==> src/rtl/mealy_stream_sequencer.sv <==
// Word-to-bit sequencer for a 2-bit serial Mealy FSM: shifts a word out LSB-first,
// collects the FSM's z bits into a result word, valid/ready on both sides.
//
// Ports:
//   clk, rst_n            clock, synchronous active-low reset
//   in_valid/in_ready     input word handshake, in_data = word (bit 0 sent first)
//   fsm_x/fsm_en          serial bit and advance enable to the FSM
//   fsm_clear             returns the FSM to S0 on the accepting edge
//   fsm_z                 FSM Mealy output for current state and fsm_x
//   out_valid/out_ready   result handshake, out_data[i] = z produced by in_data[i]
//   ones_cnt              number of 1s in the result (SEQ_ONES_COUNT_EN only)
//
// Build option: define SEQ_ONES_COUNT_EN to add the ones_cnt output.

module mealy_stream_sequencer #(
   parameter int WIDTH          = 8,
   parameter int CLEAR_ON_START = 1
) (
   input  logic             clk,
   input  logic             rst_n,
   input  logic             in_valid,
   output logic             in_ready,
   input  logic [WIDTH-1:0] in_data,
   output logic             fsm_x,
   output logic             fsm_en,
   output logic             fsm_clear,
   input  logic             fsm_z,
   output logic             out_valid,
   input  logic             out_ready,
`ifdef SEQ_ONES_COUNT_EN
   output logic [WIDTH-1:0] out_data,
   output logic [$clog2(WIDTH+1)-1:0] ones_cnt
`else
   output logic [WIDTH-1:0] out_data
`endif
);

   localparam int CW = $clog2(WIDTH);

   typedef enum logic [1:0] {
      S_IDLE,
      S_SHIFT,
      S_DONE
   } state_t;

   state_t           r_state;
   logic             r_in_ready;
   logic             r_fsm_en;
   logic             r_out_valid;
   logic [WIDTH-1:0] r_shreg;
   logic [WIDTH-1:0] r_res;
   logic [CW-1:0]    r_cnt;

   logic             w_accept;
   logic             w_last;
   logic [WIDTH-1:0] w_res_nxt;

`ifdef SEQ_ONES_COUNT_EN
   localparam int OW = $clog2(WIDTH+1);
   logic [OW-1:0] r_ones;
   assign ones_cnt = r_ones;
`endif

   // r_in_ready is only ever set while in S_IDLE
   assign w_accept  = in_valid & r_in_ready;
   assign w_last    = (r_cnt == CW'(WIDTH-1));
   assign w_res_nxt = {fsm_z, r_res[WIDTH-1:1]};

   assign in_ready  = r_in_ready;
   assign fsm_en    = r_fsm_en;
   // shreg drains to zero, but gate anyway so fsm_x is 0 outside SHIFT
   assign fsm_x     = r_fsm_en & r_shreg[0];
   // clear lands on the accepting edge so the first bit sees S0
   assign fsm_clear = (CLEAR_ON_START != 0) & w_accept;
   assign out_valid = r_out_valid;
   assign out_data  = r_res;

   always_ff @(posedge clk) begin
      if (!rst_n) begin
         r_state     <= S_IDLE;
         r_in_ready  <= 1'b0;
         r_fsm_en    <= 1'b0;
         r_out_valid <= 1'b0;
         r_shreg     <= '0;
         r_res       <= '0;
         r_cnt       <= '0;
`ifdef SEQ_ONES_COUNT_EN
         r_ones      <= '0;
`endif
      end else begin
         unique case (r_state)
            S_IDLE: begin
               r_in_ready <= 1'b1;
               if (w_accept) begin
                  r_in_ready <= 1'b0;
                  r_shreg    <= in_data;
                  r_res      <= '0;
                  r_cnt      <= '0;
                  r_fsm_en   <= 1'b1;
                  r_state    <= S_SHIFT;
`ifdef SEQ_ONES_COUNT_EN
                  r_ones     <= '0;
`endif
               end
            end
            S_SHIFT: begin
               r_res   <= w_res_nxt;
               r_shreg <= r_shreg >> 1;
`ifdef SEQ_ONES_COUNT_EN
               r_ones  <= r_ones + OW'(fsm_z);
`endif
               if (w_last) begin
                  r_fsm_en    <= 1'b0;
                  r_out_valid <= 1'b1;
                  r_state     <= S_DONE;
               end else begin
                  r_cnt <= r_cnt + 1'b1;
               end
            end
            S_DONE: begin
               if (out_ready) begin
                  r_out_valid <= 1'b0;
                  r_in_ready  <= 1'b1;
                  r_state     <= S_IDLE;
               end
            end
            default: begin
               r_state <= S_IDLE;
            end
         endcase
      end
   end

endmodule

==> config.mk <==
export PLATFORM = sky130hd
export DESIGN_NAME = mealy_stream_sequencer
export DESIGN_NICKNAME = d
export VERILOG_FILES = /design/src/rtl/mealy_stream_sequencer.sv
export SDC_FILE = /design/constraint.sdc
export NUM_CORES = 1
export LEC_CHECK = 0
export CELL_PAD_IN_SITES_DETAIL_PLACEMENT = 0
export CELL_PAD_IN_SITES_GLOBAL_PLACEMENT = 2
export CORE_UTILIZATION = 32
export CTS_CLUSTER_SIZE = 30
export DETAILED_ROUTE_END_ITERATION = 8
export PLACE_DENSITY_LB_ADDON = 0.05
export RECOVER_POWER = 50
export SYNTH_ARGS = -nofsm -noshare
export SYNTH_HDL_FRONTEND = slang
export SYNTH_SLANG_ARGS = --single-unit
==> constraint.sdc <==
create_clock -name clk -period 3.8 [get_ports clk]
set_input_delay 0.95 -clock clk [delete_from_list [all_inputs] [get_ports clk]]
set_output_delay 0.95 -clock clk [all_outputs]
set_load 0.01 [all_outputs]
==> results by group <==
Outcome
  – Status: completed

Yosys
  – Synth Flop Type: dfxtp_1
  – Syn_nets: 126
  – Synth Area in Simple Gates: about 13%
  – Synth top area share: 43.8%
  – Syn Area/Cell: between 9 and 10 sq um
  – XOR/XNOR Fraction of Synth Area: 0%
  – Post-synth top cells: dfxtp_1, nand2_1, o22ai_1
  – Seq/Total Area, Yosys: about 44%
  – Cells after synthesis: 110
  – Post-synth EDFFs: 0
  – Yosys cell types: 25
  – Asr flop ratio synth: 0%
  – Synth Area in Adders: around 3.4%
  – Largest area contributor in the netlist: dfxtp_1
  – Yosys reg bits: 24
  – Largest family of logic cells by synthesized area: compound AO/OA/AOI/OAI gates
  – Most common cell in the netlist: dfxtp_1
  – Post-synthesis compound-gate area fraction: around a quarter
  – Synth Cell Area: around 0.0011 sq mm
  – Synth warnings: 0
  – Largest cells by area after synthesis: dfxtp_1, mux2_4, o311a_1
  – Mux contribution to synthesized area: under 10%

GRT
  – Total grt overflow: 0
  – Tot GR Track Use: about an eighth
  – Initial antenna violation count: 0
  – Pin count of the biggest net entering global routing: 29
  – Number of global-route vias before repair: roughly 800
  – First-pass GRT wire length: ~3500 um

Setup path
  – Critical path's top delay family: buffers and inverters
  – Cell chain of the critical path: clkdlybuf4s50_1 > and2_1 > clkdlybuf4s50_1
  – Worst Setup End Kind: primary output
  – Cells on worst reg2reg path: 3
  – Bufs and invs on worst path: 2
  – Critical setup path kind: in2out
  – Most frequent CP cell: clkdlybuf4s50_1
  – CP max FO: 3
  – Slowest cell on the critical path: clkdlybuf4s50_1
  – CP required: around 2900 ps
  – Crit path depth: 3
  – CP peak stage delay: 540 ps
  – Startpoint Class: primary input
  – CP arrival: between 2000 and 2500 ps

Placed design
  – Dpl ws: 691 ps
  – Placer congestion estimate: roughly 0.59
  – Detailed Place HPWL: between 1000 and 1500 um
  – PortBufs: 25

Drt
  – Routed wire length: between 2000 and 2500 um
  – ANT nets after route: 0
  – Post-route DRC violation count: 0
  – Iter 0 DRT Violations: 44
  – Drt pass-1 iters: 4
  – Avg WL per Cell: between 10 and 15 um
  – Routed vias/inst: roughly 5
  – DR vias: about 860

Timing
  – Fin crit period: just over 3000 ps
  – Worst-margin pin slew: 987 ps
  – RSZ-0062 raised after global routing: false
  – Setup WS post-layout: between 600 and 700 ps
  – Final setup fails: 0
  – Slew headroom: roughly a third
  – Setup TNS: 0 ps
  – Final Hold Fails: 0
  – Max Transition Viols Final: 0
  – Final period utilization: about four fifths
  – Final Skew: between 9 and 10 ps
  – Fmax: 0.321 GHz

Die
  – Die Y: slightly above 60 um
  – Full die area: ~0.0037 sq mm
  – IO Count: 26
  – Starting density of the core: about a third
  – FP Rows: 20
  – Core box area: about 0.0032 sq mm
  – Die Span X: about 60 um

Final layout
  – Fill cells: between 300 and 400
  – Syn-to-layout area delta: 25.0%
  – Fin util: 43.5%
  – Multi-input logic area: 556 sq um
  – Ant. Diodes: 0
  – Layout cell share with drive strength beyond 1: about 11%
  – Nets: around 150
  – Reg area: approximately 480 sq um

Clocking
  – Resize count post-CTS: 0
  – Clock sinks: 24
  – Worst-Skew Late Latency: 310 ps
  – Cts bufs inserted: 3
  – CTS max path bufs: 2
  – Cts hold-fix bufs: 0
  – H-tree depth: 1
  – CTS tree: yes
  – Setup Buffers After CTS: 0
  – Clock Pin Slew Worst Setup and Hold Paths: 130 ps
  – Clk root buf: clkbuf_4

Job
  – MaxCap Viol Count: 0

Power
  – Pleak: 0.554 nW
  – Switching Fraction: 25.1%
  – Part of the power in registers: between 50 and 60%
  – Power consumption: between 0.4 and 0.5 mW
  – Int Power: between 0.3 and 0.4 mW
  – Sw power: around 0.12 mW
  – Comb pwr share: 18.2%
  – PwrDens: 342 mW/mm^2
  – Clock network fraction of total power: a little under a quarter
  – Worst IR Drop VDD: ~0.25 mV

Min path
  – Hold Path Stages: 2
  – Hold WC Path Type: reg2reg
per-layer routing:
| metal | up-vias | GRT usage, % | part of all wire (%) |
|---|---|---|---|
| li1 | 436 | - | - |
| met1 | 398 | 16.7 | 48 |
| met2 | 25 | 20.9 | 45 |
| met3 | 2 | 4.69 | 6.0 |
| met4 | 0 | 3.90 | 0.86 |
| met5 | - | 0 | 0 |
layout make-up:
| class | count | share of cell area, % |
|---|---|---|
| Clock buffer | 3 | 1.64 |
| Inverter | 2 | 0.547 |
| Multi-Input combinational cell | 75 | 40.5 |
| Sequential cell | 24 | 35.0 |
| Tap cell | 44 | 4.01 |
| Timing Repair Buffer | 25 | 18.2 |
state kept, by name (all words and copies together) (netlist names):
register,cells
out_valid,1
fsm_en,1
r_cnt,3
in_ready,1
r_state,2
r_shreg,8
out_data,8
cells by family (layout without fill, tap and decap cells):
kind of cell,count (synthesis),count (layout)
AOI/OAI and AO/OA,37,37
and+or+nand+nor,28,28
DFF,24,24
buffers and inverters,11,30
muxes,7,7
adders and majority gates,3,3
power by group through the flow:
stage                     registers (mW)  logic, mW  clock network [mW]
after detailed placement           0.281     0.0865                   0
final                              0.275     0.0854               0.109
after global placement             0.280     0.0860                   0
after CTS                          0.275     0.0871               0.117
after global routing               0.277     0.0952               0.126
after floorplan                    0.278     0.0640                   0
placed cells by master (no fill, tap or decap), drive strengths merged:
| master | n |
|---|---|
| nand2 | 15 |
| o21ai | 4 |
| inv | 2 |
| ha | 3 |
| and2 | 3 |
| o21bai | 7 |
| clkbuf | 3 |
| dlygate4sd3 | 9 |
| nand3b | 1 |
| nand2b | 2 |
| nor2 | 3 |
| mux2 | 7 |
| or2 | 2 |
| o311a | 7 |
| o22ai | 11 |
| a21boi | 4 |
| nand3 | 1 |
| clkdlybuf4s50 | 16 |
| dfxtp | 24 |
| o211a | 1 |
| a21oi | 3 |
| nand4bb | 1 |
through the flow:
step / instance area (sq um) / cells / hold slack [ps]
after floorplan: 1100 / 110 / 450
after global placement: 1350 / 170 / 459
after detailed placement: 1350 / 170 / 468
after CTS: 1370 / 173 / 487
after global routing: 1370 / 173 / 504
final: 1370 / 173 / 475
worst reg2reg max path, delay by kind of cell (launching register included):
| kind | cells | cell delay, ps |
|---|---|---|
| DFF | 1 | 810 |
| and+or+nand+nor | 1 | 430 |
| muxes | 1 | 330 |
| AOI/OAI and AO/OA | 1 | 280 |
path summary, 6_finish.rpt:
kind / start / end / slack [ps]
max: in_valid / fsm_clear / 690
min: out_data[0]$_SDFFE_PN0P_ / out_data[0]$_SDFFE_PN0P_ / 470
max reg2reg: r_state[1]$_SDFFE_PN0P_ / r_shreg[1]$_SDFFE_PN0P_ / 1840
min reg2reg: out_data[0]$_SDFFE_PN0P_ / out_data[0]$_SDFFE_PN0P_ / 470
Note: power is estimated with default switching activity, not from simulation.
